### src/rtl/uart_pkg.sv
// Shared UART definitions used by the receiver, the transmitter and the
// receive FIFO.
//   DEF_FRAME_WD : default frame data width (overridable with `FRAME_WD)
//   DEF_DEPTH    : default receive FIFO depth
//   uart_frame_t : one frame of UART data
`ifndef FRAME_WD
`define FRAME_WD 8
`endif

package uart_pkg;
  localparam int DEF_FRAME_WD = `FRAME_WD;
  localparam int DEF_DEPTH    = 16;

  typedef logic [DEF_FRAME_WD-1:0] uart_frame_t;
endpackage

### src/rtl/uart_rx_fifo_if.sv
// Consumer-side stream of the receive FIFO.
//   m_data  : head-of-FIFO data, 0 when m_valid is low
//   m_valid : FIFO holds at least one entry
//   m_ready : consumer accepts m_data
// Handshake: a transfer happens on every rising edge where m_valid && m_ready.
// While m_valid is high and m_ready is low, m_data holds its value. m_valid
// never depends on m_ready, and the consumer may keep m_ready high.
// Modports: master = the FIFO (drives data/valid), slave = the consumer.
interface uart_rx_fifo_if import uart_pkg::*; #(
  parameter int FRAME_WD = DEF_FRAME_WD
);
  logic [FRAME_WD-1:0] m_data;
  logic                m_valid;
  logic                m_ready;

  modport master (output m_data, output m_valid, input m_ready);
  modport slave  (input m_data, input m_valid, output m_ready);
endinterface

### src/rtl/uart_fifo_mem.sv
// Storage array of the receive FIFO: one synchronous write port and one
// asynchronous read port. Contents are deliberately not reset.
//   clk     : clock
//   we_i    : write enable
//   waddr_i : write address
//   wdata_i : write data
//   raddr_i : read address
//   rdata_o : read data (combinational from raddr_i)
module uart_fifo_mem import uart_pkg::*; #(
  parameter int FRAME_WD = DEF_FRAME_WD,
  parameter int DEPTH    = DEF_DEPTH
) (
  input  logic                     clk,
  input  logic                     we_i,
  input  logic [$clog2(DEPTH)-1:0] waddr_i,
  input  logic [FRAME_WD-1:0]      wdata_i,
  input  logic [$clog2(DEPTH)-1:0] raddr_i,
  output logic [FRAME_WD-1:0]      rdata_o
);
  logic [FRAME_WD-1:0] mem_q [DEPTH];

  always_ff @(posedge clk) begin
    if (we_i) mem_q[waddr_i] <= wdata_i;
  end

  assign rdata_o = mem_q[raddr_i];
endmodule

### src/rtl/uart_rx_fifo.sv
// Receive-side buffer behind the UART receiver. Good frames are written to a
// first-word-fall-through FIFO, frames with a frame error are dropped and
// counted, and a good frame arriving while the FIFO is full and not being
// popped is dropped and flagged as overflow.
//   clk, rst    : clock, synchronous active-high reset
//   rx_frame    : received frame data
//   rx_done     : one-cycle strobe qualifying rx_frame / frame_error
//   frame_error : frame error for the current frame
//   m_if        : consumer stream (m_data / m_valid / m_ready)
//   level       : occupancy 0..DEPTH
//   full        : level == DEPTH
//   overflow    : sticky, good frame dropped because FIFO was full
//   err_cnt     : saturating count of frames dropped for frame_error
//   clr_status  : clears overflow and err_cnt (same-cycle events win)
// DEPTH must be a power of two and at least 2 so pointers wrap naturally.
module uart_rx_fifo import uart_pkg::*; #(
  parameter int FRAME_WD   = DEF_FRAME_WD,
  parameter int DEPTH      = DEF_DEPTH,
  parameter int ERR_CNT_WD = 8
) (
  input  logic                     clk,
  input  logic                     rst,
  input  logic [FRAME_WD-1:0]      rx_frame,
  input  logic                     rx_done,
  input  logic                     frame_error,
  uart_rx_fifo_if.master           m_if,
  output logic [$clog2(DEPTH):0]   level,
  output logic                     full,
  output logic                     overflow,
  output logic [ERR_CNT_WD-1:0]    err_cnt,
  input  logic                     clr_status
);
  localparam int AW = $clog2(DEPTH);
  localparam int LW = AW + 1;

  logic [AW-1:0]         wr_ptr_q, rd_ptr_q;
  logic [LW-1:0]         level_q;
  logic                  overflow_q;
  logic [ERR_CNT_WD-1:0] err_cnt_q;

  logic                  good_frame, err_frame, push, pop, ovf_evt;
  logic                  empty;
  logic [FRAME_WD-1:0]   rd_data;

  assign empty      = (level_q == '0);
  assign full       = (level_q == LW'(DEPTH));
  assign good_frame = rx_done && !frame_error;
  assign err_frame  = rx_done && frame_error;
  assign pop        = !empty && m_if.m_ready;
  // A pop frees the slot in the same edge, so a full FIFO can still accept.
  assign push       = good_frame && (!full || pop);
  assign ovf_evt    = good_frame && full && !pop;

  uart_fifo_mem #(
    .FRAME_WD (FRAME_WD),
    .DEPTH    (DEPTH)
  ) u_mem (
    .clk     (clk),
    .we_i    (push),
    .waddr_i (wr_ptr_q),
    .wdata_i (rx_frame),
    .raddr_i (rd_ptr_q),
    .rdata_o (rd_data)
  );

  always_ff @(posedge clk) begin
    if (rst) begin
      wr_ptr_q   <= '0;
      rd_ptr_q   <= '0;
      level_q    <= '0;
      overflow_q <= 1'b0;
      err_cnt_q  <= '0;
    end else begin
      if (push) wr_ptr_q <= wr_ptr_q + AW'(1);
      if (pop)  rd_ptr_q <= rd_ptr_q + AW'(1);

      if (push && !pop)      level_q <= level_q + LW'(1);
      else if (pop && !push) level_q <= level_q - LW'(1);

      // Events take priority over a simultaneous clear.
      if (ovf_evt)         overflow_q <= 1'b1;
      else if (clr_status) overflow_q <= 1'b0;

      if (err_frame) begin
        if (clr_status)           err_cnt_q <= ERR_CNT_WD'(1);
        else if (err_cnt_q != '1) err_cnt_q <= err_cnt_q + ERR_CNT_WD'(1);
      end else if (clr_status) begin
        err_cnt_q <= '0;
      end
    end
  end

  // Unwritten memory may hold anything; present zero whenever empty.
  assign m_if.m_valid = !empty;
  assign m_if.m_data  = empty ? '0 : rd_data;
  assign level        = level_q;
  assign overflow     = overflow_q;
  assign err_cnt      = err_cnt_q;
endmodule

### src/flat_wrapper.sv
// flat-port wrapper written by rule: the top's interface ports become plain ports
module uart_rx_fifo_flat import uart_pkg::*;
#(
  parameter int FRAME_WD   = DEF_FRAME_WD,
  parameter int DEPTH      = DEF_DEPTH,
  parameter int ERR_CNT_WD = 8
)
  (clk, rst, rx_frame, rx_done, frame_error, level, full, overflow, err_cnt, clr_status, m_if_m_data, m_if_m_valid, m_if_m_ready);
  uart_rx_fifo_if #(.FRAME_WD(FRAME_WD)) m_if_i ();
  input  logic clk;
  input  logic rst;
  input  logic [FRAME_WD-1:0] rx_frame;
  input  logic rx_done;
  input  logic frame_error;
  output logic [$clog2(DEPTH):0] level;
  output logic full;
  output logic overflow;
  output logic [ERR_CNT_WD-1:0] err_cnt;
  input  logic clr_status;
  output wire logic [$bits(m_if_i.m_data)-1:0] m_if_m_data;
  output wire logic [$bits(m_if_i.m_valid)-1:0] m_if_m_valid;
  input wire logic [$bits(m_if_i.m_ready)-1:0] m_if_m_ready;
  assign m_if_m_data = m_if_i.m_data;
  assign m_if_m_valid = m_if_i.m_valid;
  assign m_if_i.m_ready = m_if_m_ready;
  uart_rx_fifo #(.FRAME_WD(FRAME_WD), .DEPTH(DEPTH), .ERR_CNT_WD(ERR_CNT_WD)) u_core (.clk(clk), .rst(rst), .rx_frame(rx_frame), .rx_done(rx_done), .frame_error(frame_error), .m_if(m_if_i), .level(level), .full(full), .overflow(overflow), .err_cnt(err_cnt), .clr_status(clr_status));
endmodule
### config.mk
export PLATFORM = sky130hd
export DESIGN_NAME = uart_rx_fifo_flat
export DESIGN_NICKNAME = d
export VERILOG_FILES = /design/src/rtl/uart_pkg.sv /design/src/rtl/uart_rx_fifo_if.sv /design/src/rtl/uart_fifo_mem.sv /design/src/rtl/uart_rx_fifo.sv /design/src/flat_wrapper.sv
export SDC_FILE = /design/constraint.sdc
export NUM_CORES = 1
export LEC_CHECK = 0
export CAP_MARGIN = 15
export CORE_UTILIZATION = 40
export CTS_CLUSTER_DIAMETER = 30
export DETAILED_ROUTE_END_ITERATION = 10
export SKIP_CTS_REPAIR_TIMING = 1
export SYNTH_ARGS = -nofsm -noshare
export SYNTH_HDL_FRONTEND = slang
export SYNTH_SLANG_ARGS = --single-unit
### constraint.sdc
create_clock -name clk -period 5.38 [get_ports clk]
set_clock_uncertainty 0.1 [all_clocks]
set_input_delay 1.076 -clock clk [delete_from_list [all_inputs] [get_ports clk]]
set_output_delay 1.076 -clock clk [all_outputs]
set_load 0.05 [all_outputs]
==> flow_metrics.tcl <==
set metrics [dict create \
    worst_setup_path_start_kind "register" \
    worstPathArrival_ps 3210 \
    drv_cap 0 \
    yosysTopAreaCell "edfxtp_1" \
    synth-async-reset-ratio_pct 0 \
    start_util_pct 41.4 \
    r2r-end "u_core.level[4]" \
    hold_depth 1 \
    finalWirelength_mm 12.2 \
    ys_ff_latch 154 \
    peakVddDrop_uv 471 \
    worstPathCellList "buf_4, mux4_2, a211oi_1, a211oi_1, clkdlybuf4s50_1" \
    fillCellCount 1299 \
    clockPowerShare_pct 36.5 \
    slew_viol_final 0 \
    worst_setup_path_end_kind "primary output" \
    syn_avg_cell_area_um2 16.8 \
    grt_setup_unrepaired "no" \
    status "completed" \
    yosysSeqAreaShare_pct 68.8 \
    grt_use_total_pct 16.3 \
    vias_per_cell 5.31 \
    switchingPower_w 0.00112 \
    hold_viol_final 0 \
    power.share.sequential_pct 38.0 \
    finalNetCount 444 \
    grt_overflow_total 0 \
    fin_area_um2 7610 \
    htreeDepth 4 \
    core_area_um2 15300 \
    syn_to_final_growth_pct 20.1 \
    grt_pass1_wl_mm 19.3 \
    finalCriticalPeriod_ps 4390 \
    switching_share_pct 30.3 \
    drtAntennaViolNets 0 \
    worstSkewPairLatency_ps 430 \
    path_clk_slew_ps 60 \
    worst_pin_slew_ps 1090 \
    hp-class "reg -> reg" \
    clock_sinks 154 \
    remaining_drc_errors 0 \
    yosysWarnings 0 \
    die-area_um2 16400 \
    synth_area_leaders "edfxtp_1, mux4_2, dfxtp_1" \
    place_hpwl_mm 7.79 \
    routabilityCongestion 0.792 \
    ys.flop_type "edfxtp_1" \
    hold_end "u_core.err_cnt[4]" \
    synth_top_area_share_pct 60.6 \
    synth_edf_count 128 \
    synth_area_um2 6340 \
    synth_nets 403 \
    power_density_nw_per_um2 486 \
    reg2reg_depth 10 \
    setup_violations 0 \
    vias 3412 \
    clockBufferDepth 2 \
    synth_most_common_cell "edfxtp_1" \
    preCtsSetupSlack_ps 1120 \
    rows 45 \
    ys_types 42 \
    combPwrFrac_pct 25.5 \
    crit_type "reg -> out" \
    antenna_cells_inserted 0 \
    ioPinCount 38 \
    layout-drive-gt1-share_pct 18.5 \
    r2r_slack_ps 1660 \
    required_ps 4200 \
    finalSetupTns_ps 0 \
    die_h_um 128 \
    cts_buffers 17 \
    crit_path_max_incr_delay_ps 880 \
    slowest_stage "dfxtp_2" \
    p_leak_nw 2.48 \
    antenna_found_initial 0 \
    finalWorstSetupSlack_ps 990 \
    maxSlewHeadroom_pct 27.1 \
    drt_iter0_markers 265 \
    place_area_um2 6940 \
    portBuffers 37 \
    routedWlPerCell_um 18.9 \
    finalCoreUtilization_pct 49.7 \
    fmax_ghz 0.228 \
    synthCells 378 \
    crit_top_cell "a211oi_1" \
    r2r_start "u_core.level[1]" \
    grt_pass1_vias 3532 \
    internal-power_w 0.00258 \
    grt_max_degree 26 \
    cp_max_fo 25 \
    die_x_um 128 \
    cts_root_buf "clkbuf_16" \
    post-route-period-util_pct 81.6 \
    dr.pass1.iters 4 \
    synth_common_cells "edfxtp_1, mux4_2, nor2_1, dfxtp_1, a211oi_1" \
    min_from "u_core.err_cnt[4]" \
    cts_tree "built" \
]
## sequential cells by signal, indices dropped and copies added, names as in the netlist, named ones only
signal	cells
u_core.u_mem.mem_q	128
u_core.err_cnt	8
u_core.level	5
u_core.rd_ptr_q	4
u_core.wr_ptr_q	4
u_core.overflow	1
## how the worst max path moves through the flow
stage / start / end / slack, ps / cells after the start
6_report: register / m_if_m_data[5] / 990 / 5
5_1_grt: register / m_if_m_data[3] / 750 / 5
4_1_cts: register / m_if_m_data[5] / 890 / 5
3_5_place_dp: m_if_m_ready / u_core.level[4] / 1120 / 10
3_3_place_gp: m_if_m_ready / u_core.level[4] / 1260 / 10
2_1_floorplan: register / m_if_m_data[5] / 1810 / 6
## cell type report
type	count	area [um^2]	area share, %
timing repair buffer	45	430	5.65
tap	211	264	3.47
multi-input combinational	193	1860	24.4
clock buffer	17	425	5.59
inverter	8	30.0	0.394
sequential	154	4370	57.3
clock inverter	15	244	3.20
## routing by layer
metal	vias up	wire length (um)	track usage (%)
li1	1584	-	-
met1	1724	5610	21.0
met2	87	5880	26.1
met3	17	530	4.47
met4	0	164	7.13
met5	-	0	0
## per-stage QoR
step | instances | hold slack (ps) | total power, W
after CTS | 642 | 424 | 0.00374
after detailed placement | 610 | 411 | 0.00239
after floorplan | 378 | 385 | 0.00211
final | 643 | 424 | 0.00370
after global placement | 610 | 412 | 0.00238
after global routing | 643 | 451 | 0.00385
## cell families after synthesis
family / after synthesis / share of synthesized area [%]
compound gates: 46 / 5.41
mux: 45 / 13.4
fa+ha+maj: 11 / 2.29
flops: 154 / 68.8
buf+inv: 31 / 2.29
xor+xnor: 6 / 0.829
simple gates: 85 / 6.93
## power by group through the flow
stage	clock, W	combinational [W]	sequential, W
after floorplan	0	0.000673	0.00144
after global placement	0	0.000941	0.00144
after detailed placement	0	0.000951	0.00144
after CTS	0.00137	0.000954	0.00141
after global routing	0.00142	0.00101	0.00142
final	0.00135	0.000945	0.00141
## critical path, delay by kind of cell (launching register included)
kind | cells | cell delay [ps]
AO/OA/AOI/OAI | 2 | 330
buffers and inverters | 2 | 1060
flip-flops | 1 | 880
multiplexers | 1 | 510
## layout by cell type (no fill, tap or decap), types with 10 or more instances in the layout
cell type,netlist,routed
ha_1,10,10
nand2_1,10,10
clkbuf_16,0,17
nor2_1,28,28
edfxtp_1,128,128
a211oi_1,17,17
dfxtp_1,26,25
mux4_2,32,32
mux2i_1,12,12
nor2b_1,11,11
clkdlybuf4s50_1,0,37
(Power assumes the default switching activity.)
